### src/rtl/fir_out_capture_if.sv
// Read-out stream of fir_out_capture: valid/ready handshake carrying signed
// samples plus an end-of-burst marker.
//   rd_valid  master->slave  rd_data/rd_last are meaningful
//   rd_ready  slave->master  consumer takes the word when rd_valid & rd_ready
//   rd_data   master->slave  signed sample
//   rd_last   master->slave  final word of the burst (only with rd_valid)
interface fir_out_capture_if #(
  parameter int DOUT_W = 16
);
  logic                     rd_valid;
  logic                     rd_ready;
  logic signed [DOUT_W-1:0] rd_data;
  logic                     rd_last;

  modport master (output rd_valid, rd_data, rd_last, input rd_ready);
  modport slave  (input rd_valid, rd_data, rd_last, output rd_ready);
endinterface

### src/rtl/fir_out_capture.sv
// On-chip logger for the fir output. After a start pulse it drops the filter's
// start-up samples, rounds/saturates every f_out to DOUT_W bits, writes a burst
// of N samples into a buffer and then streams the buffer out in capture order.
// Ports:
//   clk, rst        clock, asynchronous active-low reset
//   start           arm a capture (only honoured in IDLE)
//   n_samples       burst length, latched on start, clamped to DEPTH
//   f_out           signed filter output, sampled every clk
//   busy            high in SKIP, CAPTURE and READ
//   done            one-cycle pulse when a burst finishes
//   sat_flag        sticky clip indicator, cleared by an accepted start
//   rd_if           read-out stream (master side)
module fir_out_capture #(
  parameter int DIN_W  = 32,
  parameter int DOUT_W = 16,
  parameter int SHIFT  = 15,
  parameter int DEPTH  = 256,
  parameter int ADDR_W = 8,
  parameter int SKIP   = 4
) (
  input  logic                    clk,
  input  logic                    rst,
  input  logic                    start,
  input  logic [ADDR_W:0]         n_samples,
  input  logic signed [DIN_W-1:0] f_out,
  output logic                    busy,
  output logic                    done,
  output logic                    sat_flag,
  fir_out_capture_if.master       rd_if
);

  localparam int YW = DIN_W - SHIFT + 1;
  localparam logic signed [DIN_W:0]  RND   = (DIN_W+1)'(1) << (SHIFT - 1);
  localparam logic signed [YW-1:0]   YMAX  = YW'((2 ** (DOUT_W - 1)) - 1);
  localparam logic signed [YW-1:0]   YMIN  = ~YMAX;
  localparam logic [ADDR_W:0]        NMAX  = (ADDR_W+1)'(DEPTH);
  localparam logic [ADDR_W:0]        SKIP_LAST = (SKIP > 0) ? (ADDR_W+1)'(SKIP - 1) : '0;

  typedef enum logic [1:0] {S_IDLE, S_SKIP, S_CAPT, S_READ} state_t;

  state_t state, state_nxt;

  logic [ADDR_W:0]          cnt;     // skip / capture cycle counter
  logic [ADDR_W:0]          n_lat;   // latched, clamped burst length
  logic [ADDR_W:0]          rptr;    // next buffer word to present
  logic                     y_vld;
  logic [ADDR_W-1:0]        y_addr;
  logic signed [DOUT_W-1:0] y_reg;
  logic signed [DOUT_W-1:0] mem [DEPTH];

  logic                     start_ok, last_hs, load;
  logic signed [DIN_W:0]    t;
  logic signed [YW-1:0]     y;
  logic signed [DOUT_W-1:0] y_sat;
  logic                     clip;

  assign start_ok = start && (state == S_IDLE);
  assign last_hs  = rd_if.rd_valid && rd_if.rd_ready && rd_if.rd_last;
  assign busy     = (state != S_IDLE);
  // Hold off the first fetch until the pipelined last write has landed, so a
  // read never races the write of the same address.
  assign load     = (state == S_READ) && !y_vld && (rptr != n_lat) &&
                    (!rd_if.rd_valid || rd_if.rd_ready);

  // Round half up, then clip to the DOUT_W signed range.
  always_comb begin
    t     = $signed({f_out[DIN_W-1], f_out}) + RND;
    y     = t[DIN_W:SHIFT];
    clip  = 1'b0;
    y_sat = y[DOUT_W-1:0];
    if (y > YMAX) begin
      y_sat = {1'b0, {(DOUT_W-1){1'b1}}};
      clip  = 1'b1;
    end else if (y < YMIN) begin
      y_sat = {1'b1, {(DOUT_W-1){1'b0}}};
      clip  = 1'b1;
    end
  end

  always_comb begin
    state_nxt = state;
    case (state)
      S_IDLE: if (start && (n_samples != '0)) state_nxt = (SKIP == 0) ? S_CAPT : S_SKIP;
      S_SKIP: if (cnt == SKIP_LAST)           state_nxt = S_CAPT;
      S_CAPT: if (cnt == n_lat - 1'b1)        state_nxt = S_READ;
      S_READ: if (last_hs)                    state_nxt = S_IDLE;
      default:                                state_nxt = S_IDLE;
    endcase
  end

  always_ff @(posedge clk or negedge rst) begin
    if (!rst) begin
      state          <= S_IDLE;
      cnt            <= '0;
      n_lat          <= '0;
      rptr           <= '0;
      done           <= 1'b0;
      sat_flag       <= 1'b0;
      y_vld          <= 1'b0;
      y_addr         <= '0;
      y_reg          <= '0;
      rd_if.rd_valid <= 1'b0;
      rd_if.rd_last  <= 1'b0;
      rd_if.rd_data  <= '0;
    end else begin
      state <= state_nxt;
      cnt   <= (state == S_IDLE || state_nxt != state) ? '0 : cnt + 1'b1;
      // n_samples==0 completes immediately; otherwise done marks the last ack.
      done  <= (start_ok && (n_samples == '0)) || last_hs;

      if (start_ok) begin
        n_lat    <= (n_samples > NMAX) ? NMAX : n_samples;
        sat_flag <= 1'b0;
        rptr     <= '0;
      end

      y_vld <= (state == S_CAPT);
      if (state == S_CAPT) begin
        y_reg  <= y_sat;
        y_addr <= cnt[ADDR_W-1:0];
        if (clip) sat_flag <= 1'b1;
      end

      if (last_hs) begin
        rd_if.rd_valid <= 1'b0;
        rd_if.rd_last  <= 1'b0;
      end else if (load) begin
        rd_if.rd_data  <= mem[rptr[ADDR_W-1:0]];
        rd_if.rd_valid <= 1'b1;
        rd_if.rd_last  <= (rptr == n_lat - 1'b1);
        rptr           <= rptr + 1'b1;
      end
    end
  end

  always_ff @(posedge clk) begin
    if (y_vld) mem[y_addr] <= y_reg;
  end

endmodule

### src/flat_wrapper.sv
// flat-port wrapper written by rule: the top's interface ports become plain ports
module fir_out_capture_flat 
#(
  parameter int DIN_W  = 32,
  parameter int DOUT_W = 16,
  parameter int SHIFT  = 15,
  parameter int DEPTH  = 256,
  parameter int ADDR_W = 8,
  parameter int SKIP   = 4
)
  (clk, rst, start, n_samples, f_out, busy, done, sat_flag, rd_if_rd_valid, rd_if_rd_data, rd_if_rd_last, rd_if_rd_ready);
  fir_out_capture_if #(.DOUT_W(DOUT_W)) rd_if_i ();
  input  logic clk;
  input  logic rst;
  input  logic start;
  input  logic [ADDR_W:0] n_samples;
  input  logic signed [DIN_W-1:0] f_out;
  output logic busy;
  output logic done;
  output logic sat_flag;
  output wire logic [$bits(rd_if_i.rd_valid)-1:0] rd_if_rd_valid;
  output wire logic [$bits(rd_if_i.rd_data)-1:0] rd_if_rd_data;
  output wire logic [$bits(rd_if_i.rd_last)-1:0] rd_if_rd_last;
  input wire logic [$bits(rd_if_i.rd_ready)-1:0] rd_if_rd_ready;
  assign rd_if_rd_valid = rd_if_i.rd_valid;
  assign rd_if_rd_data = rd_if_i.rd_data;
  assign rd_if_rd_last = rd_if_i.rd_last;
  assign rd_if_i.rd_ready = rd_if_rd_ready;
  fir_out_capture #(.DIN_W(DIN_W), .DOUT_W(DOUT_W), .SHIFT(SHIFT), .DEPTH(DEPTH), .ADDR_W(ADDR_W), .SKIP(SKIP)) u_core (.clk(clk), .rst(rst), .start(start), .n_samples(n_samples), .f_out(f_out), .busy(busy), .done(done), .sat_flag(sat_flag), .rd_if(rd_if_i));
endmodule
### config.mk
export PLATFORM = sky130hd
export DESIGN_NAME = fir_out_capture_flat
export DESIGN_NICKNAME = d
export VERILOG_FILES = /design/src/rtl/fir_out_capture_if.sv /design/src/rtl/fir_out_capture.sv /design/src/flat_wrapper.sv
export SDC_FILE = /design/constraint.sdc
export NUM_CORES = 2
export LEC_CHECK = 0
export BUFFER_PORTS_ARGS = -buffer_cell sky130_fd_sc_hd__buf_2
export CAP_MARGIN = 5
export CORE_UTILIZATION = 25
export CTS_CLUSTER_SIZE = 12
export DETAILED_ROUTE_END_ITERATION = 10
export SYNTH_ARGS = -nofsm -noshare
export SYNTH_HDL_FRONTEND = slang
export SYNTH_SLANG_ARGS = --single-unit
### constraint.sdc
create_clock -name clk -period 4.1 [get_ports clk]
set_clock_uncertainty 0.15 [all_clocks]
set_input_delay 0.82 -clock clk [delete_from_list [all_inputs] [get_ports clk]]
set_output_delay 0.82 -clock clk [all_outputs]
set_load 0.01 [all_outputs]
==> flow_metrics.tcl <==
set metrics [dict create \
    grt_max_degree 165 \
    rsz0062_at_grt "false" \
    multi_input_area_um2 34050 \
    status "complete, but fails checks" \
    hold_path.class "in -> reg" \
    reg2reg_to "u_core.rd_if.rd_data[8]$_DFFE_PN0P_" \
    synth_top_cell_area_share_pct 76.47 \
    row_count 294 \
    crit_buf_inv 4 \
    power.leakage_nw 57.51 \
    hold_path_depth 3 \
    nNetsFinal 8422 \
    synth_most_common_cell "edfxtp_1" \
    cp_cell_sequence "buf_12, buf_4, buf_4, mux4_2, o22ai_1, nor3_1, buf_4, a211oi_1, o41ai_1" \
    io_buffers 51 \
    antenna_left 0 \
    htree_levels 5 \
    dp.cells 16530 \
    synthCells 7682 \
    io_pins 66 \
    synthArstFlopShare_pct 1.775 \
    layout_min_cycle_time_ps 3958 \
    max_stage_delay_ps 720 \
    synth_common_cells "edfxtp_1 (4096), mux4_2 (802), mux2i_1 (526)" \
    hold_path.startpoint "n_samples[0]" \
    slew_headroom_pct 17.51 \
    drv_slew 0 \
    cap_violations 0 \
    syn-num-nets 7731 \
    hold_viol 0 \
    numCtsBuffers 424 \
    dieWidth_um 804.1 \
    synth_area_per_cell_um2 20.94 \
    firstDrtPassIters 8 \
    ir_worst_vdd_mv 0.4884 \
    clk_pin_slew_ps 60 \
    p_per_area_nw_per_um2 639.7 \
    dieArea_um2 646600 \
    grt_antenna_before_repair 30 \
    path_delay_family "buffers and inverters" \
    drc 10 \
    ys_types 63 \
    drt_wl_total_mm 431.7 \
    violations "design-rule violations" \
    worstSetupStartpointType "flip-flop" \
    via_count 80700 \
    tightest_slew_ps 1231 \
    finalWeightedCongestion 0.8313 \
    ys_top_cells_by_area "edfxtp_1 (76%), mux4_2 (11%), mux2i_1 (3.3%)" \
    slowest_stage "a211oi_1" \
    core_area_um2 640800 \
    start_util_pct 25.10 \
    r2r_start "u_core.rptr[0]$_DFF_PN0_" \
    via_per_inst 4.678 \
    seq_area_um2 124900 \
    synth-seq-cells 4170 \
    r2r_setup_slack_ps 140 \
    fin_crit_sh_pct 96.54 \
    avgRoutedWirePerCell_um 25.02 \
    fin_tns_setup_ps 0 \
    crit_required_ps 4800 \
    die_h_um 804.1 \
    dpl.hpwl_mm 265.8 \
    largest_reg_flops 4096 \
    grt_pass1_vias 79820 \
    cts_tree "yes" \
    worst_path_most_repeated_cell "buf_4" \
    synthToLayoutAreaGrowth_pct 17.46 \
    grt_usage_pct 12.82 \
    synth_edf_count 4096 \
    clk_latency_ps 970 \
    max_freq_mhz 252.6 \
    grt_pass1_wl_mm 607.3 \
    finalSetupViolCount 0 \
    cts_root_buf "clkbuf_16" \
    drive_above_1_share_pct 25.30 \
    postCtsSetupBuffers 0 \
    arrival_ps 4650 \
    reg2reg_depth 9 \
    clkSinkCount 4170 \
    first_iter_violations 9989 \
    fillers 62230 \
    worst_hold_slack_ps 113.0 \
    grt.overflow.total 0 \
    endpoint_kind "flip-flop" \
    final_cells 17250 \
    path_class "reg -> reg" \
    whs_endpoint "u_core.n_lat[0]$_DFFE_PN0P_" \
    synth_area_leader_cell "edfxtp_1" \
    worst-path-max-fanout 42 \
    syn_area_um2 160800 \
    yosys_warnings 0 \
    ys_seq_area_share_pct 77.62 \
    ys.flop_type "edfxtp_1" \
    clk_path_buf_depth 4 \
]
## worst max-delay path by stage
stage                                start                                   to  slack (ps)  cells after the start
2_1_floorplan  u_core.n_lat[3]$_DFFE_PN0P_              u_core.cnt[2]$_DFF_PN0_        1210                      8
3_3_place_gp      u_core.rptr[0]$_DFF_PN0_  u_core.rd_if.rd_data[3]$_DFFE_PN0P_          70                      8
3_5_place_dp      u_core.rptr[0]$_DFF_PN0_  u_core.rd_if.rd_data[3]$_DFFE_PN0P_          50                      8
4_1_cts           u_core.rptr[0]$_DFF_PN0_  u_core.rd_if.rd_data[3]$_DFFE_PN0P_          70                      8
5_1_grt           u_core.rptr[0]$_DFF_PN0_  u_core.rd_if.rd_data[8]$_DFFE_PN0P_          10                      9
6_report          u_core.rptr[0]$_DFF_PN0_  u_core.rd_if.rd_data[8]$_DFFE_PN0P_         140                      9
## worst min-delay path: stages
cell and delay, ps:
buf_2 190, nand3b_1 110, o21ai_0 70
## cells in the final DEF (no fill, tap or decap), types with 11 or more instances in the layout
| master | netlist | final |
|---|---|---|
| a31oi_1 | 19 | 19 |
| mux2_2 | 25 | 25 |
| nor2_2 | 0 | 36 |
| dfrtp_4 | 0 | 21 |
| nand2_1 | 147 | 144 |
| buf_2 | 140 | 50 |
| a32o_1 | 16 | 16 |
| nor2_1 | 323 | 285 |
| clkbuf_1 | 244 | 120 |
| a221oi_1 | 47 | 47 |
| nand3b_1 | 11 | 11 |
| buf_4 | 38 | 598 |
| clkinv_2 | 0 | 38 |
| a2111oi_1 | 0 | 12 |
| a22oi_1 | 96 | 96 |
| xor2_1 | 23 | 23 |
| nand4_1 | 34 | 34 |
| buf_12 | 0 | 92 |
| a211oi_1 | 139 | 138 |
| a21oi_1 | 81 | 81 |
| a32oi_1 | 15 | 15 |
| o41ai_2 | 0 | 15 |
| dfrtp_1 | 74 | 51 |
| o221ai_1 | 81 | 81 |
| mux2i_1 | 526 | 526 |
| clkbuf_16 | 0 | 428 |
| o22ai_1 | 142 | 142 |
| nand3_1 | 57 | 47 |
| inv_1 | 23 | 23 |
| a22o_1 | 17 | 17 |
| mux4_2 | 802 | 802 |
| clkinv_1 | 0 | 84 |
| nor3_1 | 26 | 24 |
| edfxtp_1 | 4096 | 4096 |
| xnor2_1 | 29 | 29 |
| o41ai_1 | 31 | 16 |
| nor4_1 | 20 | 15 |
| a2111oi_0 | 43 | 31 |
| nor2b_1 | 75 | 72 |
| o21ai_0 | 125 | 125 |
## where the power goes
group	total, W	switching (W)	internal, W
clock network	0.0356	0.0159	0.0197
logic	0.0297	0.0191	0.0106
registers	0.0556	0.00208	0.0535
total	0.121	0.0371	0.0838
## cells by family after synthesis
family | count (synthesis) | share of synthesized area, %
and+or+nand+nor | 731 | 2.076
adders and majority gates | 4 | 0.03112
AOI/OAI and AO/OA | 867 | 3.830
buffers and inverters | 503 | 1.452
muxes | 1353 | 14.68
xor gates and xnor gates | 54 | 0.3112
DFF | 4170 | 77.62
## stage by stage
stage          setup WS (ps)  util, %  total power [W]  area (µm²)
6_report               141.9    29.48           0.1209      188900
2_1_floorplan           1214        -          0.07258      160900
3_3_place_gp           69.83    27.53          0.08580      176400
3_5_place_dp           52.36    27.53          0.08629      176400
5_1_grt                12.67    29.48           0.1245      188900
4_1_cts                74.21    29.48           0.1216      188900
## metal layers
metal  GRT usage, %  part of all wire, %
met1          18.08                   42
met2          19.96                   46
met3          2.510                  8.4
met4          4.002                  3.3
met5              0                0.013
## timing repair
item,in CTS,in global routing
endpoints found under the hold margin,54,0
gates resized for setup,0,2
hold buffers,3,0
setup endpoints to repair,0,2
## layout make-up
cell class                 count  share of cell area [%]
timing repair buffer         743                   3.499
sequential                  4170                   66.13
tap                         8584                   5.685
multi-input combinational   3009                   18.02
inverter                      25                 0.05033
antenna                       10                 0.01325
clock inverter               157                  0.6609
clock buffer                 553                   5.944
Power figures use the tool's default switching activity.
